## src/rtl/seg_scan_display.sv

```systemverilog
// seg_scan_display
//   Multiplexed seven-segment driver for DIGITS common-anode digits. Each
//   digit slot lasts 2^DIV_LOG2 clocks. The displayed word is swapped only on
//   a frame boundary, so a refresh never shows a mix of two words.
//
// Ports
//   myclk  : system clock, rising edge
//   rst    : asynchronous reset, active high
//   load   : request to capture {value, dp, blank}
//   value  : hex nibble per digit, nibble 0 is the rightmost digit
//   dp     : decimal point per digit (captured with value)
//   blank  : force-blank per digit (captured with value)
//   lzb    : leading-zero blanking enable (live)
//   bright : brightness 0..15 (live)
//   an     : anode enables, active low (registered)
//   seg    : segments {a,b,c,d,e,f,g,dp}, active low (registered)
//   ready  : a load will be accepted
//   ack    : one-cycle pulse when the captured word becomes the displayed word
module seg_scan_display #(
  parameter int DIGITS   = 4,
  parameter int DIV_LOG2 = 4
) (
  input  logic                  myclk,
  input  logic                  rst,
  input  logic                  load,
  input  logic [4*DIGITS-1:0]   value,
  input  logic [DIGITS-1:0]     dp,
  input  logic [DIGITS-1:0]     blank,
  input  logic                  lzb,
  input  logic [3:0]            bright,
  output logic [DIGITS-1:0]     an,
  output logic [7:0]            seg,
  output logic                  ready,
  output logic                  ack
);

  localparam int            IW       = (DIGITS > 1) ? $clog2(DIGITS) : 1;
  localparam logic [IW-1:0] IDX_LAST = IW'(DIGITS - 1);

  logic [DIV_LOG2-1:0] pre;
  logic [IW-1:0]       idx;

  logic [4*DIGITS-1:0] pend_value, disp_value;
  logic [DIGITS-1:0]   pend_dp, pend_blank, disp_dp, disp_blank;
  logic                pend_v;

  logic pre_wrap, frame_end, accept, transfer;

  assign pre_wrap  = (pre == '1);
  assign frame_end = pre_wrap && (idx == IDX_LAST);

  // Handshake: a word is accepted on any cycle where load=1 and ready=1.
  // Accepting clears ready on the next cycle. The pending word moves to the
  // display at the next frame boundary; that same edge raises ack for one
  // cycle and sets ready again. ready is always the inverse of pend_v, so an
  // accept and a transfer can never fall on the same edge, and a word
  // accepted in a boundary cycle waits for the following boundary.
  assign accept   = load && ready;
  assign transfer = frame_end && pend_v;

  // Slot and digit counters
  always_ff @(posedge myclk or posedge rst) begin
    if (rst) begin
      pre <= '0;
      idx <= '0;
    end else begin
      pre <= pre + 1'b1;
      if (pre_wrap) begin
        idx <= (idx == IDX_LAST) ? '0 : idx + 1'b1;
      end
    end
  end

  // Pending/displayed word registers and handshake flags
  always_ff @(posedge myclk or posedge rst) begin
    if (rst) begin
      pend_value <= '0;
      pend_dp    <= '0;
      pend_blank <= '0;
      pend_v     <= 1'b0;
      disp_value <= '0;
      disp_dp    <= '0;
      disp_blank <= '0;
      ready      <= 1'b1;
      ack        <= 1'b0;
    end else begin
      ack <= transfer;
      if (transfer) begin
        disp_value <= pend_value;
        disp_dp    <= pend_dp;
        disp_blank <= pend_blank;
        pend_v     <= 1'b0;
        ready      <= 1'b1;
      end else if (accept) begin
        pend_value <= value;
        pend_dp    <= dp;
        pend_blank <= blank;
        pend_v     <= 1'b1;
        ready      <= 1'b0;
      end
    end
  end

  // Hex nibble to active-low {a,b,c,d,e,f,g}
  function automatic logic [6:0] hex7(input logic [3:0] n);
    case (n)
      4'h0: hex7 = 7'b0000001;
      4'h1: hex7 = 7'b1001111;
      4'h2: hex7 = 7'b0010010;
      4'h3: hex7 = 7'b0000110;
      4'h4: hex7 = 7'b1001100;
      4'h5: hex7 = 7'b0100100;
      4'h6: hex7 = 7'b0100000;
      4'h7: hex7 = 7'b0001111;
      4'h8: hex7 = 7'b0000000;
      4'h9: hex7 = 7'b0000100;
      4'hA: hex7 = 7'b0001000;
      4'hB: hex7 = 7'b1100000;
      4'hC: hex7 = 7'b0110001;
      4'hD: hex7 = 7'b1000010;
      4'hE: hex7 = 7'b0110000;
      default: hex7 = 7'b0111000;
    endcase
  endfunction

  logic [DIGITS-1:0] lz_mask;
  logic              zero_run;
  logic [3:0]        cur_nib;
  logic              cur_dp, cur_off, slot_on;
  logic [DIGITS-1:0] an_nxt;
  logic [7:0]        seg_nxt;

  always_comb begin
    cur_nib  = 4'h0;
    cur_dp   = 1'b0;
    cur_off  = 1'b0;
    an_nxt   = '1;
    lz_mask  = '0;
    zero_run = 1'b1;
    // The top four bits of pre split the slot into 16 brightness steps.
    slot_on  = (pre[DIV_LOG2-1 -: 4] <= bright);

    // lz_mask[k] is set when nibbles k..DIGITS-1 are all zero.
    for (int k = DIGITS - 1; k >= 0; k--) begin
      zero_run   = zero_run & (disp_value[4*k +: 4] == 4'h0);
      lz_mask[k] = zero_run;
    end
    lz_mask[0] = 1'b0;  // the rightmost digit always shows

    for (int i = 0; i < DIGITS; i++) begin
      if (idx == IW'(i)) begin
        cur_nib = disp_value[4*i +: 4];
        cur_dp  = disp_dp[i];
        cur_off = disp_blank[i] | (lzb & lz_mask[i]);
        if (slot_on) an_nxt[i] = 1'b0;
      end
    end

    seg_nxt = cur_off ? 8'hFF : {hex7(cur_nib), ~cur_dp};
  end

  // Registered pin drivers
  always_ff @(posedge myclk or posedge rst) begin
    if (rst) begin
      an  <= '1;
      seg <= 8'hFF;
    end else begin
      an  <= an_nxt;
      seg <= seg_nxt;
    end
  end

endmodule

```

## config.mk

```make
export PLATFORM = sky130hd
export DESIGN_NAME = seg_scan_display
export DESIGN_NICKNAME = d
export VERILOG_FILES = /design/src/rtl/seg_scan_display.sv
export SDC_FILE = /design/constraint.sdc
export NUM_CORES = 1
export LEC_CHECK = 0
export ABC_CLOCK_PERIOD_IN_PS = 2800
export CORE_MARGIN = 4
export CORE_UTILIZATION = 52
export DETAILED_ROUTE_END_ITERATION = 10
export PLACE_DENSITY = 0.85
export SLEW_MARGIN = 20
export SYNTH_ARGS = -nofsm -noshare
export SYNTH_HDL_FRONTEND = slang
export SYNTH_SLANG_ARGS = --single-unit
```

## constraint.sdc

```tcl
create_clock -name myclk -period 2.8 [get_ports myclk]
set_input_delay 0.56 -clock myclk [delete_from_list [all_inputs] [get_ports myclk]]
set_output_delay 0.56 -clock myclk [all_outputs]
set_load 0.005 [all_outputs]
```

After elaboration in Yosys (flattened, before gate mapping) --
Memories as Yosys holds them, arrays and structs flattened. Index checks and enable logic that the tools add are counted.
Word-level totals: memories 1, word-level logic and storage cells 63, memory bits (read-only) 112, output and inout port bits 14, flip-flop bits (word level) 69
Cells by class: reduce and logical (&&, ||, !) cells 9, magnitude comparators 1, multiplexer cells 23, bitwise logic cells 10, add/sub/neg operators 2, eq/ne operators 4
Memory list:
- (no name shown) | depth 16, bits a word 7, rd ports 1, clocked after Yosys merged registers in 0, write ports 0, RTL line 106 | case (n)
Operators with widths (number):
- 1-bit two-way mux | 17
- 4-bit two-way mux | 4
- 4-bit logical NOT | 3
- 8-bit two-way mux | 1
- 1-bit bitwise AND | 5
- 4-bit by 1-bit adder with 4-bit output, second input constant | 1
- 2-bit equality test, second input constant | 2
- 4-bit equality test, second input constant | 1
- 4-bit <= comparator | 1
- 1-bit logical AND | 3
- 1-bit bitwise OR | 3
- 2-bit by 1-bit adder with 2-bit output, second input constant | 1
- 2-bit by 1-bit equality test with 1-bit output, second input constant | 1
- 2-bit logical NOT | 1
- 2-bit two-way mux | 1
- 1-bit inverter | 2
- 2-bit AND reduction | 1
- 2-bit nonzero test | 1

Longest topological paths before layout --
Gate-level depths: netlist (run 1).
depth in word-level cells 9, depth in mapped cells 11, depth with buffers taken out 10

Least setup slack after synthesis (run 1) --
No wires, ideal clock.
path type flip-flop to flip-flop, from register idx[0], to register seg[1], setup time 0.080 ns, setup slack 0.359 ns, clock period less this slack 2.441 ns, path buffers 1, data required time 2.720 ns, cell stages (with the launch flop) 11, arrival 2.361 ns, cell sequence dfrtp_1 inv_1 ha_1 clkbuf_1 a211oi_1 a221oi_1 inv_1 ha_1 mux2_1 a22oi_1 nand2_1
On the way: word-level cells in the longest chain between the ends 7, elaborated cells on any way between the ends 14
RTL lines:
- from (decl) | RTL line 41 | logic [IW-1:0] idx;
- from (signal assigned) | RTL line 69 | idx <= (idx == IDX_LAST) ? '0 : idx + 1'b1;
- 2-bit logical NOT | RTL line 151 | if (idx == IW'(i)) begin
- 4-bit two-way mux (4 in a row) | RTL line 151
- memory read 16 x 7 bit
- 8-bit two-way mux * | RTL line 159 | seg_nxt = cur_off ? 8'hFF : {hex7(cur_nib), ~cur_dp};
- net seg_nxt[1] | RTL line 131 | logic [7:0] seg_nxt;
- to (signal assigned) | RTL line 169 | seg <= seg_nxt;
- to (decl) | RTL line 32 | output logic [7:0] seg,
Mark *: on every way through the listed nets, which the timed path passes. The rest lies on a longest branch. A chain may end at the register's enable or synchronous reset.

Final worst setup path (run 1) --
from register idx[0], to register seg[4]
Same word-level chain as after synthesis.

==> flow_summary.yaml, run 1 <==
grt:
  grt_remaining_overflow: 0
  grt_first_pass_wirelength_um: 10420
  grt.total_usage_pct: 18.40
  grt_max_degree: 32
  grt_antenna_before_repair: 0
  grt_pass1_vias: 2205
timing:
  relSlewSlack_pct: 43.31
  fin_crit_sh_pct: 88.10
  finClkSkew_ns: 0.005505
  tightest_slew_ns: 0.8289
  setup_viol_count_final: 0
  fin_setup_tns_ns: 0
  slew_violations: 0
  rsz0062_at_grt: "no"
  finalCriticalPeriod_ns: 2.467
  max_freq_mhz: 405.4
  hold_viol_final: 0
finish:
  final_cells: 379
  layout-drive-gt1-share_pct: 29.93
  fillers: 450
  final_cell_mix: "dfrtp_1, clkdlybuf4s50_1, mux2_2"
  final_common_cell: "dfrtp_1"
  design_area_um2: 3960
  antennaDiodeCount: 0
  area_growth_pct: 25.10
  fin_nets: 346
floorplanning:
  start_util_pct: 53.47
  chipHeight_um: 86.02
  ios: 46
  die_w_um: 86.02
  num_rows: 28
  dieArea_um2: 7399
  core_um2: 5921
yosys:
  syn_area_per_cell_um2: 12.87
  netlist_area_um2: 3166
  synth_flop_cell: "dfrtp_1"
  async_reset_ff_share_pct: 100.0
  ys_types: 45
  syn_nets: 293
  yosysTopAreaCell: "dfrtp_1"
  ys_seq_area_share_pct: 55.06
  ys_seq_elements: 69
  synth.top_cell.area_share_pct: 44.27
  synth_enable_flop_cells: 0
  ys_warn_count: 0
  syn_inst: 246
  synth_area_leaders: "dfrtp_1, mux2_2, dfstp_2, ha_1, mux2_1"
placed_design:
  placed_cells: 363
  place_area_um2: 3731
  dp.final_hpwl_um: 4265
  place.gp.congestion: 0.8611
  port_buffers: 45
route:
  vias: 2116
  wirelength_um: 5996
  drt.antenna.violating_nets: 0
  route.detailed.drc: 0
  dr.pass1.iters: 4
  drt-vias-per-instance: 5.583
  drt-wirelength-per-cell_um: 15.82
  drtIter0Drc: 93
worst_setup_path:
  crit_arrival_ns: 2.77
  worstPathRequired_ns: 3.10
  endpoint_kind: "register"
  critPathMaxFanout: 13
  worst_setup_path_start_kind: "register"
  worst-setup-path-type: "register to register"
hold_path:
  min_path_type: "register to register"
clock_tree:
  htree_levels: 3
  post_cts_buffers: 0
  cts_tree: "built"
  cts_root_buffer: "clkbuf_8"
  clock_sinks: 69
  clock_tree.buffer_depth: 2
  cts_made_buffers: 9
  clk_pin_slew_worst_paths_ns: 0.07
  worstSkewPairLatency_ns: 0.35
power_and_ir_drop:
  finalPower_uw: 2105
  power.leakage_uw: 0.001798
  powerDensity_nw_per_um2: 531.4
  ir_drop_v: 0.0003943
status:
  status: "completed"
flow_run:
  cap_violations: 0
-- sequential cells by signal, summed over array words and instances, names as in the netlist --
register    count
an              4
seg             8
disp_blank      4
idx             2
pre             4
disp_dp         4
ready           1
pend_blank      4
pend_value     16
disp_value     16
ack             1
pend_dp         4
pend_v          1
-- layout make-up --
| type | instances | area (um2) | share of cell area [%] |
|---|---|---|---|
| sequential | 69 | 1743 | 44.01 |
| multi-input combinational | 151 | 1316 | 33.24 |
| timing repair buffer | 54 | 530.5 | 13.40 |
| clock buffer | 10 | 137.6 | 3.476 |
| tap | 75 | 93.84 | 2.370 |
| clock inverter | 6 | 86.33 | 2.180 |
| inverter | 14 | 52.55 | 1.327 |
-- through the flow --
| stage | hold WS (ns) | util, % | worst slack, ns |
|---|---|---|---|
| 5_1_grt | 0.5193 | 66.88 | 0.1664 |
| 4_1_cts | 0.4936 | 66.80 | 0.3067 |
| 3_5_place_dp | 0.4754 | 63.02 | 0.2165 |
| 6_report | 0.4865 | 66.88 | 0.3332 |
| 3_3_place_gp | 0.4636 | 63.02 | 0.2711 |
| 2_1_floorplan | 0.4402 | - | 0.3591 |
-- cells by family after synthesis --
| family | count (synthesis) | synth area share (%) |
|---|---|---|
| simple gates | 48 | 8.617 |
| fa+ha+maj | 15 | 5.929 |
| mux | 52 | 18.38 |
| xor+xnor | 2 | 0.5535 |
| buf+inv | 26 | 3.597 |
| flops | 69 | 55.06 |
| compound gates | 34 | 7.865 |
-- cell usage after synthesis (2+ instances only) --
| library cell | instances |
|---|---|
| dfrtp_1 | 56 |
| mux2_2 | 40 |
| nand2_1 | 17 |
| ha_1 | 15 |
| inv_1 | 14 |
| dfstp_2 | 13 |
| mux2_1 | 9 |
| a21oi_1 | 7 |
| buf_2 | 7 |
| nand3b_1 | 5 |
| nor2_1 | 5 |
| nor3b_1 | 4 |
| o21ai_0 | 4 |
| a22oi_1 | 3 |
| clkbuf_1 | 3 |
| mux2i_1 | 3 |
| o211ai_2 | 3 |
| a211oi_1 | 2 |
| a221oi_1 | 2 |
| nand2_2 | 2 |
| nand2b_1 | 2 |
| nand3_1 | 2 |
| nor2b_1 | 2 |
| o211ai_1 | 2 |
| o21a_1 | 2 |
| o21ai_1 | 2 |
| o22ai_1 | 2 |
-- worst max-delay path, stage by stage, from the launching register on --
cell      delay, ns
dfrtp_1        0.43
inv_1          0.10
ha_1           0.42
a211oi_1       0.09
a221oi_1       0.40
buf_4          0.21
ha_1           0.26
mux2i_1        0.12
mux2_1         0.31
nand2_2        0.07
-- what timing repair did --
action                                  in CTS  in global routing
gates resized for setup                      0                  1
hold buffers                                 0                  0
endpoints found under the setup margin       0                  1
-- where the power goes --
group / switching, uW / total, uW / internal (uW) / leakage (uW)
Combinational: 46.2 / 131 / 84.6 / 0.000823
Clock: 381 / 904 / 523 / 0.000112
Sequential: 22.7 / 1070 / 1050 / 0.000863
-- layer usage --
| metal | vias to the layer above | GRT usage [%] | wire length (um) |
|---|---|---|---|
| met1 | 1063 | 22.33 | 2507 |
| met4 | 0 | 10.65 | 207 |
| met3 | 17 | 5.091 | 284 |
| met5 | - | 0 | 0 |
| li1 | 982 | - | - |
| met2 | 54 | 29.36 | 2996 |
-- worst paths after layout --
check                                            from                    endpoint  slack, ns  depth (start not counted)
setup / recovery                   idx[0]$_DFFE_PP0N_            seg[4]$_DFF_PP1_       0.33                          9
max in group asynchronous                         rst            seg[4]$_DFF_PP1_       1.54                          3
min in group asynchronous                         rst            pre[0]$_DFF_PP0_       0.60                          2
setup reg to reg                   idx[0]$_DFFE_PP0N_            seg[4]$_DFF_PP1_       0.33                          9
hold / removal             pend_value[12]$_DFFE_PP0P_  disp_value[12]$_DFFE_PP0P_       0.49                          2
hold reg to reg            pend_value[12]$_DFFE_PP0P_  disp_value[12]$_DFFE_PP0P_       0.49                          2
Power figures use the tool's default switching activity.
==> run 2, diff against run 1 <==
Settings changed: CTS_BUF_LIST set to sky130_fd_sc_hd__clkbuf_16, SETUP_SLACK_MARGIN set to 0.4.
==> run 2 against run 1 <==
Utilization is 1.7 points higher. Design area grew 2.6%. Clock-buffer cell count decreased by 1. Non-clock buffer count is 1 lower. Critical path depth shrank 3. Power is 13% higher. Worst setup slack better by 0.22 ns. Cell count fell by 0.26%. Sequential share of layout area decreased by 1.1 points. Register-to-register slack improved by 0.22 ns. Largest cell class unchanged. Largest power group is now the clock network.
==> flow_summary.yaml, run 2 (same netlist as run 1, synthesis figures left out) <==
timing:
  setup_slack_ns: 0.5562
  setup_viol_count_final: 0
  fin_crit_sh_pct: 80.14
  slew_violations: 0
  fin_setup_tns_ns: 0
  finalCriticalPeriod_ns: 2.244
  hold_viol_final: 0
  relSlewSlack_pct: 62.66
  finClkSkew_ns: 0.003594
  max_freq_mhz: 445.7
  tightest_slew_ns: 0.5460
  rsz0062_at_grt: "no"
worst_setup_path:
  reg2reg_slack_ns: 0.56
  worst_setup_path_start_kind: "input pin"
  cp-startpoint: "lzb"
  cp-endpoint: "seg[3]$_DFF_PP1_"
  worst-setup-path-type: "input pin to register"
  reg2reg_depth: 9
  worstPathRequired_ns: 3.05
  r2r_end: "seg[1]$_DFF_PP1_"
  endpoint_kind: "register"
  reg2reg_from: "idx[0]$_DFFE_PP0N_"
  crit_arrival_ns: 2.49
  critPathMaxFanout: 8
route:
  drt-vias-per-instance: 5.410
  drt.antenna.violating_nets: 0
  route.detailed.drc: 0
  wirelength_um: 5916
  drt-wirelength-per-cell_um: 15.65
  dr.pass1.iters: 4
  drtIter0Drc: 63
  vias: 2045
floorplanning:
  chipHeight_um: 86.02
  num_rows: 28
  start_util_pct: 53.47
  die_w_um: 86.02
  ios: 46
  dieArea_um2: 7399
  core_um2: 5921
finish:
  multi_input_area_um2: 1335
  reg_top3: "disp_value x16, pend_value x16, seg x8"
  fin_util_pct: 68.62
  final_common_cell: "dfrtp_1"
  layout-drive-gt1-share_pct: 31.02
  area_growth_pct: 28.34
  fillers: 431
  antennaDiodeCount: 0
  final_cell_mix: "dfrtp_1, clkdlybuf4s50_1, mux2_2"
  seq_area_um2: 1743
  fin_nets: 345
placed_design:
  place.gp.congestion: 0.8593
  port_buffers: 45
  dp.final_hpwl_um: 4000
  place_ws_ns: 0.2182
grt:
  grt.total_usage_pct: 18.12
  grt_pass1_vias: 2154
  grt_antenna_before_repair: 0
  grt_first_pass_wirelength_um: 10280
  grt_remaining_overflow: 0
  grt_max_degree: 47
clock_tree:
  clock_sinks: 69
  cts_tree: "built"
  cts_made_buffers: 9
  htree_levels: 3
  clk_pin_slew_worst_paths_ns: 0.06
  cts_root_buffer: "clkbuf_16"
  clock_tree.buffer_depth: 2
  worstSkewPairLatency_ns: 0.33
  postCtsHoldBufs: 0
status:
  status: "completed"
power_and_ir_drop:
  power.leakage_uw: 0.001827
  ir_drop_v: 0.0003990
  powerDensity_nw_per_um2: 586.9
flow_run:
  cap_violations: 0
hold_path:
  min_path_type: "register to register"
[run 2: cell count changes in the layout (fill, tap and decap cells not counted)]
cell / previous run / this run
nor3b_1: 4 / 3
clkinv_1: 0 / 1
ha_2: 0 / 3
nor3b_2: 0 / 1
clkbuf_16: 0 / 9
buf_4: 8 / 7
ha_1: 15 / 12
clkbuf_8: 10 / 0
a221oi_2: 0 / 1
a221oi_1: 2 / 1
[run 2: worst min-delay path by stage]
stage | startpoint | to | slack, ns | cells past startpoint
CTS | pend_value[9]$_DFFE_PP0P_ | disp_value[9]$_DFFE_PP0P_ | 0.48 | 2
finish | pend_value[9]$_DFFE_PP0P_ | disp_value[9]$_DFFE_PP0P_ | 0.49 | 2
detailed placement | pend_value[9]$_DFFE_PP0P_ | disp_value[9]$_DFFE_PP0P_ | 0.47 | 2
floorplan | pre[0]$_DFF_PP0_ | pre[0]$_DFF_PP0_ | 0.44 | 1
global route | pend_value[9]$_DFFE_PP0P_ | disp_value[9]$_DFFE_PP0P_ | 0.50 | 2
global placement | pend_value[12]$_DFFE_PP0P_ | disp_value[12]$_DFFE_PP0P_ | 0.46 | 2
[run 2: worst max-delay path, cell delays in order]
cell	delay, ns
clkdlybuf4s50_1	0.48
or4b_4	0.47
nor3_2	0.20
nor4b_1	0.08
or4_4	0.60
o221ai_2	0.10
[run 2: final cells by class]
type                            count  share of cell area, %
Tap cell                           75                  2.310
Clock buffer                        9                  5.544
Sequential cell                    69                  42.90
Timing Repair Buffer               53                  12.87
Multi-Input combinational cell    151                  32.86
Clock inverter                      7                  2.217
Inverter                           14                  1.294
[run 2: timing repair]
| item | 4_1_cts | 5_1_grt |
|---|---|---|
| setup endpoints to repair | 3 | 3 |
| resized for setup | 2 | 3 |
| buffers inserted | 0 | 1 |
| pin swaps | 0 | 1 |
| gates cloned | 0 | 0 |
[run 2: through the flow]
step	cell area [um2]	cells	total power (uW)	hold WS, ns
after floorplan	3172	246	1144	0.4402
after global placement	3722	361	1214	0.4635
after detailed placement	3722	361	1221	0.4734
after CTS	4045	377	2415	0.4815
after global routing	4063	378	2464	0.5002
final	4063	378	2384	0.4876
[run 2: per-layer routing]
| metal | vias up | GRT usage [%] | part of all wire (%) |
|---|---|---|---|
| met4 | 0 | 8.633 | 1.7 |
| met5 | - | 0 | 0 |
| met2 | 50 | 29.64 | 49 |
| li1 | 981 | - | - |
| met3 | 9 | 4.611 | 4.9 |
| met1 | 1005 | 22.39 | 44 |
[run 2: where the power goes]
group          leakage, uW  internal, uW  switching, uW
combinational     0.000812          83.8           45.4
sequential        0.000863          1050           24.2
clock             0.000153           773            409
==> run 3, diff against run 2 <==
Settings changed: ABC_CLOCK_PERIOD_IN_PS 2800 to 2200.
Clock period 2.8 ns to 2.2 ns, I/O delays scaled along.
==> run 3 against run 2 <==
The flow now finishes with violations (setup timing). First-iteration DRC count up 120%. Sequential share of layout area down 7.6 points. Worst setup slack worse by 0.60 ns. Non-clock buffer count up 40. Worst hold slack better by 0.017 ns. Clock power up 19%. Critical path type is now register to register.
==> flow_summary.yaml, run 3 (same netlist as run 1, synthesis figures left out) <==
grt:
  grt_pass1_vias: 2396
  grt_remaining_overflow: 0
  grt_max_degree: 33
  grt.total_usage_pct: 21.78
  grt_first_pass_wirelength_um: 12070
  grt_antenna_before_repair: 0
worst_setup_path:
  worstPathRequired_ns: 2.45
  critPathMaxFanout: 9
  worst-setup-path-type: "register to register"
  crit_path_top_delay_cell: "a2111oi_0"
  crit_top_cell: "buf_4"
  worst_setup_path_start_kind: "register"
  endpoint_kind: "register"
  reg2reg_depth: 6
  crit_arrival_ns: 2.50
  path_cells: "buf_4 > ha_4 > buf_4 > a2111oi_0 > or4_4 > o221ai_2"
  slowest_delay_ns: 0.70
finish:
  fin_util_pct: 83.56
  final_common_cell: "dfrtp_1"
  layout-drive-gt1-share_pct: 50.73
  reg_top3: "disp_value x16, pend_value x16, seg x8"
  final_cell_mix: "dfrtp_1, mux2_4, clkdlybuf4s50_1"
  antennaDiodeCount: 0
  area_growth_pct: 56.28
  fin_nets: 385
timing:
  setup_slack_ns: -0.04662
  relSlewSlack_pct: 45.13
  fin_setup_tns_ns: -0.09699
  slew_violations: 0
  finClkSkew_ns: 0.008557
  fin_crit_sh_pct: 102.1
  tightest_slew_ns: 0.8023
  max_freq_mhz: 445.1
  setup_viol_count_final: 4
  finalCriticalPeriod_ns: 2.247
  rsz0062_at_grt: "yes"
  hold_viol_final: 0
floorplanning:
  start_util_pct: 53.47
  ios: 46
  chipHeight_um: 86.02
  core_um2: 5921
  dieArea_um2: 7399
  num_rows: 28
  die_w_um: 86.02
clock_tree:
  clock_sinks: 69
  clock_tree.buffer_depth: 2
  postCtsHoldBufs: 0
  cts_made_buffers: 9
  htree_levels: 3
  cts_root_buffer: "clkbuf_16"
  clk_pin_slew_worst_paths_ns: 0.06
  cts_tree: "built"
  worstSkewPairLatency_ns: 0.34
route:
  drt-wirelength-per-cell_um: 23.22
  drtIter0Drc: 136
  wirelength_um: 9707
  drt-vias-per-instance: 5.840
  drt.antenna.violating_nets: 0
  dr.pass1.iters: 4
  route.detailed.drc: 0
  vias: 2441
power_and_ir_drop:
  powerDensity_nw_per_um2: 604.9
  power.leakage_uw: 0.002281
  ir_drop_v: 0.0005547
placed_design:
  port_buffers: 45
  dp.final_hpwl_um: 4484
  place.gp.congestion: 0.8498
status:
  violations: "setup timing"
  status: "finished with violations"
hold_path:
  min_path_type: "register to register"
  worstHoldPathCells: 1
flow_run:
  cap_violations: 0
-- run 3: cell types whose count changed in the layout (fill, tap and decap cells not counted), moves of 8 or more --
cell	previous run	this run
ha_4	0	8
mux2_4	0	40
ha_1	12	4
mux2_2	40	7
clkdlybuf4s50_1	45	36
buf_6	0	10
buf_4	7	27
-- run 3: final cells by class --
class / count / area [um2]
clock buffers: 9 / 225.2
clock inverters: 7 / 58.81
fillers: 275 / 973.4
inverters: 14 / 58.81
multi-input cells: 151 / 1732
flip-flops and latches: 69 / 1745
well taps: 75 / 93.84
repair buffers: 93 / 1033
-- run 3: metal layers --
metal | part of all wire [%] | track usage (%) | wire (um)
met1 | 38 | 24.56 | 3642
met3 | 5.8 | 6.148 | 561
met2 | 52 | 37.42 | 5029
met5 | 0 | 0 | 0
met4 | 4.9 | 11.22 | 473
-- run 3: path summary, 6_finish.rpt --
check                                            from                         end  slack (ns)
max                                idx[1]$_DFFE_PP0N_            seg[3]$_DFF_PP1_       -0.05
min                        pend_value[14]$_DFFE_PP0P_  disp_value[14]$_DFFE_PP0P_        0.50
max reg2reg                        idx[1]$_DFFE_PP0N_            seg[3]$_DFF_PP1_       -0.05
min reg2reg                pend_value[14]$_DFFE_PP0P_  disp_value[14]$_DFFE_PP0P_        0.50
max in group asynchronous                         rst           ready$_DFFE_PP1P_        1.03
min in group asynchronous                         rst               ack$_DFF_PP0_        0.52
-- run 3: repair_timing --
item                                    4_1_cts  5_1_grt
hold endpoints to repair                      0        0
gates resized for setup                      36       73
endpoints found under the setup margin       54       62
cloned                                        2        6
pin swaps                                     9       12
buffers inserted                             18        6
-- run 3: worst max-delay path, delay by kind of cell (launching register included) --
kind                     cells  cell delay (ns)
AO/OA/AOI/OAI                2             0.83
flip-flops                   1             0.45
AND/OR/NAND/NOR              1             0.35
buffers and inverters        2             0.33
adder cells (fa/ha/maj)      1             0.20
-- run 3: power breakdown --
part / internal [uW] / switching, uW / leakage [uW]
logic: 135 / 70.4 / 0.00127
registers: 1330 / 39.6 / 0.000862
clock network: 861 / 552 / 0.000145
total: 2330 / 662 / 0.00228
-- run 3: per-stage QoR --
stage | hold WS, ns | cell area [um2] | setup slack [ns] | power (uW) | std cells
2_1_floorplan | 0.4402 | 3233 | 0.08191 | 1457 | 246
3_3_place_gp | 0.4606 | 3862 | -0.2012 | 1546 | 370
3_5_place_dp | 0.4770 | 3862 | -0.2163 | 1557 | 370
4_1_cts | 0.4745 | 4478 | 0.1406 | 2928 | 406
5_1_grt | 0.5149 | 4947 | -0.05443 | 3078 | 418
6_report | 0.5042 | 4947 | -0.04662 | 2993 | 418
